<file path="src/rtl/demux2_sched_if.sv">
// Four-phase control channel between the scheduler and the demux.
// rctl/dctl flow to the demux, actl returns from it.
interface demux2_sched_if;
   logic rctl_o;
   logic dctl_o;
   logic actl_i;

   modport master (
      output rctl_o,
      output dctl_o,
      input  actl_i
   );

   modport slave (
      input  rctl_o,
      input  dctl_o,
      output actl_i
   );
endinterface

</file>
<file path="src/rtl/demux2_sched.sv">
// Weighted round-robin control-token source for a two-way demux.
// Drives the four-phase rctl/dctl/actl channel and counts completed tokens.
module demux2_sched #(
   parameter int CW   = 4,
   parameter int CNTW = 16,
   parameter int SYNC = 2
) (
   input  logic            clk,
   input  logic            rst,
   input  logic            en_i,
   input  logic [CW-1:0]   w0_i,
   input  logic [CW-1:0]   w1_i,
   input  logic            skip0_i,
   input  logic            skip1_i,
   demux2_sched_if.master  ctl,
   output logic [CNTW-1:0] cnt0_o,
   output logic [CNTW-1:0] cnt1_o,
   output logic            busy_o
);

   typedef enum logic [1:0] {
      IDLE,
      SETUP,
      REQ,
      RELEASE
   } state_t;

   state_t          state_q, state_d;
   logic            sel_q, sel_d;
   logic [CW-1:0]   rem_q, rem_d;
   logic            rctl_q, rctl_d;
   logic            dctl_q, dctl_d;
   logic [CNTW-1:0] cnt0_q, cnt0_d;
   logic [CNTW-1:0] cnt1_q, cnt1_d;
   logic            busy_q;
   logic            ack;

   generate
      if (SYNC == 0) begin : g_nosync
         assign ack = ctl.actl_i;
      end else begin : g_sync
         logic [SYNC-1:0] sq;
         always_ff @(posedge clk or posedge rst) begin
            if (rst) begin
               sq <= '0;
            end else begin
               sq[0] <= ctl.actl_i;
               for (int i = 1; i < SYNC; i++)
                  sq[i] <= sq[i-1];
            end
         end
         assign ack = sq[SYNC-1];
      end
   endgenerate

   logic          elig0, elig1;
   logic          elig_cur, elig_oth;
   logic [CW-1:0] w_cur, w_oth;

   assign elig0    = (w0_i != '0) && !skip0_i;
   assign elig1    = (w1_i != '0) && !skip1_i;
   assign elig_cur = sel_q ? elig1 : elig0;
   assign elig_oth = sel_q ? elig0 : elig1;
   assign w_cur    = sel_q ? w1_i : w0_i;
   assign w_oth    = sel_q ? w0_i : w1_i;

   always_comb begin
      state_d = state_q;
      sel_d   = sel_q;
      rem_d   = rem_q;
      rctl_d  = rctl_q;
      dctl_d  = dctl_q;
      cnt0_d  = cnt0_q;
      cnt1_d  = cnt1_q;
      unique case (state_q)
         IDLE: begin
            rctl_d = 1'b0;
            if (en_i && !ack) begin
               // continue burst, then switch, then reload same side
               if (rem_q != '0 && elig_cur) begin
                  dctl_d  = sel_q;
                  state_d = SETUP;
               end else if (elig_oth) begin
                  sel_d   = ~sel_q;
                  rem_d   = w_oth;
                  dctl_d  = ~sel_q;
                  state_d = SETUP;
               end else if (elig_cur) begin
                  rem_d   = w_cur;
                  dctl_d  = sel_q;
                  state_d = SETUP;
               end
            end
         end
         SETUP: begin
            rctl_d  = 1'b1;
            state_d = REQ;
         end
         REQ: begin
            if (ack) begin
               rctl_d  = 1'b0;
               rem_d   = rem_q - 1'b1;
               if (sel_q)
                  cnt1_d = cnt1_q + 1'b1;
               else
                  cnt0_d = cnt0_q + 1'b1;
               state_d = RELEASE;
            end
         end
         RELEASE: begin
            if (!ack)
               state_d = IDLE;
         end
         default: state_d = IDLE;
      endcase
   end

   always_ff @(posedge clk or posedge rst) begin
      if (rst) begin
         state_q <= IDLE;
         sel_q   <= 1'b1;
         rem_q   <= '0;
         rctl_q  <= 1'b0;
         dctl_q  <= 1'b0;
         cnt0_q  <= '0;
         cnt1_q  <= '0;
         busy_q  <= 1'b0;
      end else begin
         state_q <= state_d;
         sel_q   <= sel_d;
         rem_q   <= rem_d;
         rctl_q  <= rctl_d;
         dctl_q  <= dctl_d;
         cnt0_q  <= cnt0_d;
         cnt1_q  <= cnt1_d;
         busy_q  <= (state_d != IDLE);
      end
   end

   assign ctl.rctl_o = rctl_q;
   assign ctl.dctl_o = dctl_q;
   assign cnt0_o     = cnt0_q;
   assign cnt1_o     = cnt1_q;
   assign busy_o     = busy_q;

endmodule

</file>
<file path="src/flat_wrapper.sv">
// flat-port wrapper written by rule: the top's interface ports become plain ports
module demux2_sched_flat 
#(
   parameter int CW   = 4,
   parameter int CNTW = 16,
   parameter int SYNC = 2
)
  (clk, rst, en_i, w0_i, w1_i, skip0_i, skip1_i, cnt0_o, cnt1_o, busy_o, ctl_rctl_o, ctl_dctl_o, ctl_actl_i);
  demux2_sched_if ctl_i ();
  input  logic clk;
  input  logic rst;
  input  logic en_i;
  input  logic [CW-1:0] w0_i;
  input  logic [CW-1:0] w1_i;
  input  logic skip0_i;
  input  logic skip1_i;
  output logic [CNTW-1:0] cnt0_o;
  output logic [CNTW-1:0] cnt1_o;
  output logic busy_o;
  output wire logic [$bits(ctl_i.rctl_o)-1:0] ctl_rctl_o;
  output wire logic [$bits(ctl_i.dctl_o)-1:0] ctl_dctl_o;
  input wire logic [$bits(ctl_i.actl_i)-1:0] ctl_actl_i;
  assign ctl_rctl_o = ctl_i.rctl_o;
  assign ctl_dctl_o = ctl_i.dctl_o;
  assign ctl_i.actl_i = ctl_actl_i;
  demux2_sched #(.CW(CW), .CNTW(CNTW), .SYNC(SYNC)) u_core (.clk(clk), .rst(rst), .en_i(en_i), .w0_i(w0_i), .w1_i(w1_i), .skip0_i(skip0_i), .skip1_i(skip1_i), .ctl(ctl_i), .cnt0_o(cnt0_o), .cnt1_o(cnt1_o), .busy_o(busy_o));
endmodule
</file>
<file path="config.mk">
export PLATFORM = sky130hd
export DESIGN_NAME = demux2_sched_flat
export DESIGN_NICKNAME = d
export VERILOG_FILES = /design/src/rtl/demux2_sched_if.sv /design/src/rtl/demux2_sched.sv /design/src/flat_wrapper.sv
export SDC_FILE = /design/constraint.sdc
export NUM_CORES = 1
export LEC_CHECK = 0
export BUFFER_PORTS_ARGS = -buffer_cell sky130_fd_sc_hd__buf_2
export CAP_MARGIN = 20
export CORE_MARGIN = 2
export CORE_UTILIZATION = 50
export DETAILED_ROUTE_END_ITERATION = 10
export GPL_TIMING_DRIVEN = 0
export PLACE_DENSITY = 0.75
export SLEW_MARGIN = 15
export SYNTH_ARGS = -nofsm -noshare
export SYNTH_HDL_FRONTEND = slang
export SYNTH_SLANG_ARGS = --single-unit
</file>
<file path="constraint.sdc">
create_clock -name clk -period 2.8 [get_ports clk]
set_clock_uncertainty 0.2 [all_clocks]
set_input_delay 0.42 -clock clk [delete_from_list [all_inputs] [get_ports clk]]
set_output_delay 0.42 -clock clk [all_outputs]
set_load 0.05 [all_outputs]
</file>
Word level (Yosys, flattened, before mapping)

Cells that the tools add are included.

Register bits: 44
Output and inout port bits: 35

Add/sub/neg operators: 3
Eq/ne operators: 7
Mux-type cells: 22
Bitwise operators: 2
Reduce and logical (&&, ||, !) cells: 21

Operators with widths:

| kind                                                  | count |
|---|---|
| adder 16 x 1 -> 16 bit, second input constant         | 2 |
| two-way mux 4 bit                                     | 7 |
| two-way mux 2 bit                                     | 6 |
| nonzero test 4 bit                                    | 3 |
| AND reduction 3 bit                                   | 3 |
| case mux 2 bit (4 select lines)                       | 1 |
| case mux 4 bit (2 select lines)                       | 1 |
| two-way mux 1 bit                                     | 6 |
| nonzero test 3 bit                                    | 2 |
| AND reduction 5 bit                                   | 1 |
| == test 2 bit, second input constant                  | 2 |
| logical AND 1 bit                                     | 4 |
| inequality test 2 x 1 -> 1 bit, second input constant | 2 |
| AND reduction 4 bit                                   | 1 |
| nonzero test 2 bit                                    | 2 |
| subtractor 4 x 1 -> 4 bit, second input constant      | 1 |
| logical NOT 1 bit                                     | 3 |
| inequality test 3 x 1 -> 1 bit, second input constant | 1 |
| case mux 1 bit (3 select lines)                       | 1 |
| == test 2 x 1 -> 1 bit, second input constant         | 1 |
| logical NOT 2 bit                                     | 1 |
| inequality test 2 bit, second input constant          | 1 |
| NOT 1 bit                                             | 2 |
| AND reduction 2 bit                                   | 1 |

Depth between registers and ports, before layout

Gate-level depths: netlist of the first run.

Depth after elaboration: 9
Mapped depth: 7
Mapped depth without buffers: 7

Worst setup path before layout of the first run

Ideal clock, no wire load.

Path type: reg2reg
Start: register u_core.rem_q[0]
End: register u_core.rem_q[2]
Library setup time: 0.121 ns
Arrival: 1.766 ns
Required time: 2.479 ns
Path slack: 0.713 ns
Stages on the path, launching flop included: 7
Path buffers: 0
Clock period less this slack: 2.087 ns
Cells stage by stage: dfrtp_1 inv_1 ha_1 or3b_1 or4b_4 a41o_4 a22o_1

Word-level cells in the longest chain between the ends: 4

Ends and longest elaborated chain:

| item                                                              | RTL line            | RTL |
|---|---|---|
| start, declared                                                   | demux2_sched.sv:30  | `logic [CW-1:0] rem_q, rem_d;` |
| start signal, assigned                                            | demux2_sched.sv:131 | `rem_q <= rem_d;` |
| branches (longest 4 deep; another with subtractor 4 x 1 -> 4 bit) | --                  |  |

Several ways; the timed one is not identified. The select of a mux whose other input is x is not followed.
A chain may end at the register's enable or synchronous reset.

Final worst setup path of the first run

Start: register u_core.rem_q[0]
End: register u_core.rem_q[3]

Same word-level chain as after synthesis.

==> results.py, run 1 <==
metrics = {
    "route": {
        "dr.max_layer_used": "met4",
        "met2_length_um": 1910,
        "wl_met3_um": 250,
        "wire_per_inst_um": 13.1,
        "ant_nets": 0,
        "m1WireLength_um": 1980,
        "num_vias": 1737,
        "drt_iter0_markers": 61,
        "dr.pass1.iters": 4,
        "route.detailed.drc": 0,
        "drt_wl_total_um": 4210,
        "viasPerCell": 5.41,
    },
    "setup_path": {
        "cpPeakStageDelay_ps": 480,
        "rr_worst_depth": 7,
        "cp_cell_sequence": "inv_1, ha_1, or3b_1, or4b_4, a41o_4, a21oi_1, a21oi_1",
        "arrival_ps": 2240,
        "timing.rr.end": "u_core.rem_q[3]$_DFFE_PP0P_",
        "crit_start": "u_core.rem_q[0]$_DFFE_PP0P_",
        "cpMaxStageDelayCell": "or4b_4",
        "worstSetupStartpointType": "register",
        "path_max_fanout": 8,
        "required_ps": 2780,
        "path_class": "register to register",
        "cp_common_cell": "a21oi_1",
        "rrSetupSlack_ps": 530,
        "crit_buf_inv": 1,
        "end_kind": "register",
        "worstSetupPathDepth": 7,
        "crit-reg2reg-launch": "u_core.rem_q[0]$_DFFE_PP0P_",
        "worstSetupEndpoint": "u_core.rem_q[3]$_DFFE_PP0P_",
        "critical-path-top-delay-family": "simple AND/OR/NAND/NOR gates",
    },
    "global_routing": {
        "grt_pass1_wl_um": 7370,
        "grt_overflow": 0,
        "grt_usage": 0.186,
        "grt_start_max_net_pins": 33,
        "antenna_found_initial": 0,
        "grt_pass1_vias": 1666,
    },
    "floorplan": {
        "io_pins": 49,
        "die_w_um": 70.3,
        "start_util": 0.511,
        "dieHeight_um": 70.3,
        "die_area_um2": 4940,
        "core.rowCount": 24,
        "core_um2": 4290,
    },
    "sta": {
        "min_period_over_period": 0.810,
        "layout_min_cycle_time_ps": 2270,
        "worst_slack_ps": 531,
        "rsz0062_at_grt": "false",
        "hold_viol": 0,
        "tightest_slew_ps": 544,
        "tns_ps": 0,
        "slew_violations": 0,
        "slew_headroom": 0.636,
        "fmax_mhz": 441,
        "finalSetupViolCount": 0,
    },
    "finish": {
        "drive_above_1_share": 0.283,
        "area_growth_pct": 19.5,
        "num_antenna_cells": 0,
        "register_area_um2": 1100,
        "final.fill_count": 373,
        "multi_input_area_um2": 1040,
        "nets": 285,
    },
    "clocking": {
        "cts_root_buffer": "clkbuf_8",
        "cts_setup_buffers": 0,
        "h-tree-depth": 2,
        "cts_tree": "built",
        "holdBufCountCts": 1,
        "cts_made_buffers": 5,
        "cts_resized": 0,
        "worstSkewPairLatency_ps": 290,
        "cts_max_path_buffers": 2,
        "cts_sinks": 44,
        "clk_pin_slew_worst_paths_ps": 80,
    },
    "flow_run": {
        "drv_cap": 0,
    },
    "synth": {
        "synth_seq_area_share": 0.502,
        "netlist_area_um2": 2200,
        "synthFlopType": "dfrtp_1",
        "synth_edf_count": 0,
        "synth.distinct_cells": 47,
        "syn_avg_cell_area_um2": 10.4,
        "synthCells": 211,
        "synthArstFlopShare": 1.00,
        "ys_ff_latch": 44,
        "ys_warn_count": 0,
        "syn_nets": 228,
    },
    "worst_hold_path": {
        "hold_path.class": "input pin to register",
    },
    "power": {
        "p_leak_uw": 0.00125,
        "ir_drop_v": 0.000358,
        "powerDensity_nw_per_um2": 771,
    },
    "placed_design": {
        "place.gp.congestion": 0.853,
        "post-place-ws_ps": 562,
        "io_buffers": 48,
        "dpl.hpwl_um": 3110,
    },
    "outcome": {
        "outcome": "complete, no violations",
    },
}
[worst min path at each step]
| stage | slack, ps | from | to | cells past startpoint |
|---|---|---|---|---|
| 5_1_grt | 20 | ctl_actl_i | u_core.g_sync.sq[0]$_DFF_PP0_ | 1 |
| 4_1_cts | 20 | ctl_actl_i | u_core.g_sync.sq[0]$_DFF_PP0_ | 1 |
| 3_5_place_dp | 140 | u_core.g_sync.sq[0]$_DFF_PP0_ | u_core.g_sync.sq[1]$_DFF_PP0_ | 0 |
| 6_report | 30 | ctl_actl_i | u_core.g_sync.sq[0]$_DFF_PP0_ | 1 |
| 3_3_place_gp | 130 | u_core.g_sync.sq[0]$_DFF_PP0_ | u_core.g_sync.sq[1]$_DFF_PP0_ | 0 |
| 2_1_floorplan | 130 | u_core.g_sync.sq[0]$_DFF_PP0_ | u_core.g_sync.sq[1]$_DFF_PP0_ | 0 |
[cell type report]
class | instances | share of cell area
Tap cell | 52 | 0.0248
Timing Repair Buffer | 50 | 0.103
Clock buffer | 7 | 0.0329
Sequential cell | 44 | 0.420
Inverter | 8 | 0.0114
Multi-Input combinational cell | 155 | 0.397
Buffer | 4 | 0.00810
Clock inverter | 1 | 0.00286
[where the power goes]
| group | switching [µW] | internal (µW) | leakage, µW | total [µW] |
|---|---|---|---|---|
| Sequential | 116 | 749 | 0.000575 | 865 |
| Combinational | 493 | 258 | 0.000632 | 750 |
| Clock | 207 | 200 | 0.0000445 | 408 |
| Total | 816 | 1210 | 0.00125 | 2020 |
[per-stage QoR]
stage | instance area, µm² | hold slack, ps | total power [µW] | std cells | utilization
5_1_grt | 2630 | 16.7 | 2150 | 321 | 0.611
6_report | 2630 | 29.2 | 2020 | 321 | 0.611
4_1_cts | 2630 | 19.3 | 2050 | 321 | 0.611
3_3_place_gp | 2500 | 133 | 1610 | 311 | 0.582
3_5_place_dp | 2520 | 136 | 1630 | 312 | 0.587
2_1_floorplan | 2200 | 131 | 1440 | 211 | -
[cell usage in the layout, fill, tap and decap left out, types with 3 or more instances in the layout]
cell type	netlist	routed
a21oi_1	7	7
and3_1	5	5
buf_2	2	50
clkbuf_8	0	6
dfrtp_1	43	43
ha_1	3	3
inv_1	8	7
nand2_1	20	20
nand3_1	15	15
nand4_1	7	7
nor2_1	15	15
nor3_1	7	7
o21ai_0	9	9
xnor2_1	25	25
xor2_1	5	5
[registers in the layout, summed over array words and instances, names as in the netlist]
register	count
u_core.state_q	2
u_core.cnt1_o	16
u_core.rem_q	4
u_core.ctl.rctl_o	1
u_core.ctl.dctl_o	1
u_core.sel_q	1
u_core.busy_o	1
u_core.cnt0_o	16
u_core.g_sync.sq	2
[per-layer routing]
layer  GRT usage  vias to the layer above
li1            -                      866
met1       0.250                      810
met2       0.289                       55
met3      0.0505                        6
met4      0.0684                        0
met5           0                        -
[logic make-up (layout without fill, tap and decap cells)]
family,count (synthesis),after routing,synth area share
AO/OA/AOI/OAI,31,31,0.100
XOR/XNOR,30,30,0.120
flip-flops,44,44,0.502
multiplexers,2,2,0.0103
adder cells (fa/ha/maj),3,3,0.0171
buffers and inverters,12,70,0.0234
AND/OR/NAND/NOR,89,89,0.227
[cell usage after synthesis (all sizes together) (2+ instances only)]
master,instances,area (µm²)
a21oi,7,35.0
mux2,2,22.5
a21o,2,16.3
nand4,8,56.3
nor4,2,18.8
nor3,9,55.1
a31o,2,17.5
o21ai,10,53.8
or2,2,12.5
nand2b,2,12.5
nand3,15,75.1
xnor2,25,219
nor2b,2,12.5
nand2,20,75.1
and3,5,31.3
xor2,5,43.8
ha,3,37.5
dfrtp,43,1080
buf,3,17.5
inv,8,30.0
nor2,15,56.3
a22o,2,17.5
No activity file was read; power rests on OpenSTA's default activity.
==> run 2, diff against run 1 <==
- clock period: 2.8 -> 2.3 ns (I/O delays scaled with it)
==> results.py, run 2 (synthesis gave the netlist of run 1 again) <==
metrics = {
    "outcome": {
        "outcome": "complete, no violations",
    },
    "global_routing": {
        "grt_pass1_vias": 1672,
        "grt_start_max_net_pins": 33,
        "met2_usage": 0.290,
        "grt-busiest-layer": "met2",
        "grt_usage": 0.186,
        "grt_use_met1": 0.250,
        "grt_pass1_wl_um": 7380,
        "grt_overflow": 0,
        "antenna_found_initial": 0,
        "met3_usage": 0.0505,
    },
    "clocking": {
        "cts_sinks": 44,
        "cts_max_path_buffers": 2,
        "h-tree-depth": 2,
        "cts_root_buffer": "clkbuf_8",
        "clk_pin_slew_worst_paths_ps": 80,
        "cts_made_buffers": 5,
        "cts_tree": "built",
        "worstSkewPairLatency_ps": 290,
    },
    "floorplan": {
        "core.rowCount": 24,
        "dieHeight_um": 70.3,
        "start_util": 0.511,
        "die_area_um2": 4940,
        "io_pins": 49,
        "die_w_um": 70.3,
        "core_um2": 4290,
    },
    "finish": {
        "multi_input_area_um2": 1040,
        "drive_above_1_share": 0.288,
        "num_antenna_cells": 0,
        "nets": 287,
        "post-route-util": 0.616,
        "register_area_um2": 1100,
        "fin_cells": 323,
        "final.fill_count": 370,
        "layout_commonest_cell": "buf_2",
        "area_growth_pct": 20.5,
        "layout_common_cells": "50 x buf_2, 43 x dfrtp_1, 25 x xnor2_1, 20 x nand2_1",
    },
    "sta": {
        "slew_violations": 0,
        "slew_headroom": 0.635,
        "fmax_mhz": 446,
        "finalSetupViolCount": 0,
        "layout_min_cycle_time_ps": 2240,
        "hold_ws_ps": 158,
        "tightest_slew_ps": 546,
        "min_period_over_period": 0.974,
        "rsz0062_at_grt": "false",
        "hold_viol": 0,
        "tns_ps": 0,
    },
    "setup_path": {
        "cp_common_cell": "a21oi_1",
        "cpPeakStageDelay_ps": 460,
        "required_ps": 2270,
        "cp_cell_sequence": "inv_1, ha_1, or3b_4, or4b_4, a41o_4, a21oi_1, a21oi_1",
        "worstSetupStartpointType": "register",
        "arrival_ps": 2210,
        "end_kind": "register",
        "cpMaxStageDelayCell": "or4b_4",
        "path_max_fanout": 8,
        "path_class": "register to register",
    },
    "route": {
        "dr.pass1.iters": 4,
        "wire_per_inst_um": 13.1,
        "num_vias": 1740,
        "drt_iter0_markers": 81,
        "ant_nets": 0,
        "route.detailed.drc": 0,
        "viasPerCell": 5.39,
        "drt_wl_total_um": 4230,
    },
    "power": {
        "clockPowerShare": 0.199,
        "pwr-share-seq": 0.424,
        "p_int_uw": 1490,
        "p_comb_frac": 0.376,
        "powerDensity_nw_per_um2": 938,
        "p_leak_uw": 0.00126,
        "p_total_uw": 2480,
        "ir_drop_v": 0.000436,
        "switchingPower_uw": 995,
        "swShare": 0.401,
    },
    "placed_design": {
        "io_buffers": 48,
        "place_inst": 312,
        "place.gp.congestion": 0.853,
        "dpl.hpwl_um": 3110,
    },
    "worst_hold_path": {
        "hold_path.class": "register to register",
    },
    "flow_run": {
        "drv_cap": 0,
    },
}
[run 2: cell types whose count changed in the layout (fill, tap and decap cells not counted)]
cell           change
dlygate4sd3_1      +1
or3b_1             -1
or3b_4             +1
buf_4              +1
[run 2: what timing repair did]
item                                    CTS  global route
resized for setup                         0             1
endpoints found under the setup margin    0             4
buffers inserted                          0             1
hold endpoints to repair                 12             0
hold buffers                              2             0
[run 2: power groups by stage]
stage | logic (µW) | clock network (µW) | registers (µW)
2_1_floorplan | 421 | 0 | 1340
3_3_place_gp | 893 | 0 | 1060
3_5_place_dp | 915 | 0 | 1070
4_1_cts | 921 | 519 | 1050
5_1_grt | 1010 | 545 | 1080
6_report | 933 | 495 | 1050
[run 2: worst max-delay path, delay by kind of cell (launching register included)]
| family | cells | cell delay, ps |
|---|---|---|
| AND/OR/NAND/NOR | 2 | 720 |
| adder cells (fa/ha/maj) | 1 | 240 |
| flip-flops | 1 | 370 |
| buffers and inverters | 1 | 70 |
| AO/OA/AOI/OAI | 3 | 530 |
[run 2: routing by layer]
layer	wire, µm	vias up
met5	0	-
met1	1980	814
li1	-	871
met4	31	0
met2	1970	51
met3	259	4
[run 2: cell type report]
class                           count  area share
Sequential cell                    44       0.417
Timing Repair Buffer               52       0.109
Inverter                            8      0.0114
Multi-Input combinational cell    155       0.395
Clock buffer                        7      0.0326
Clock inverter                      1     0.00284
Buffer                              4     0.00804
Tap cell                           52      0.0246
[run 2: through the flow]
| stage | setup WS, ps | area, µm² |
|---|---|---|
| 2_1_floorplan | 213 | 2200 |
| 3_3_place_gp | 105 | 2500 |
| 3_5_place_dp | 61.6 | 2520 |
| 4_1_cts | 30.1 | 2640 |
| 5_1_grt | 11.2 | 2650 |
| 6_report | 60.0 | 2650 |
[run 2: path summary, 6_finish.rpt]
kind                       cells past startpoint  slack [ps]                       endpoint                           from
max                                            7          60    u_core.rem_q[3]$_DFFE_PP0P_    u_core.rem_q[0]$_DFFE_PP0P_
min                                            0         160  u_core.g_sync.sq[1]$_DFF_PP0_  u_core.g_sync.sq[0]$_DFF_PP0_
max reg2reg                                    7          60    u_core.rem_q[3]$_DFFE_PP0P_    u_core.rem_q[0]$_DFFE_PP0P_
min reg2reg                                    0         160  u_core.g_sync.sq[1]$_DFF_PP0_  u_core.g_sync.sq[0]$_DFF_PP0_
max in group asynchronous                      4        1080   u_core.cnt0_o[0]$_DFFE_PP0P_                            rst
min in group asynchronous                      3         360   u_core.cnt1_o[4]$_DFFE_PP0P_                            rst
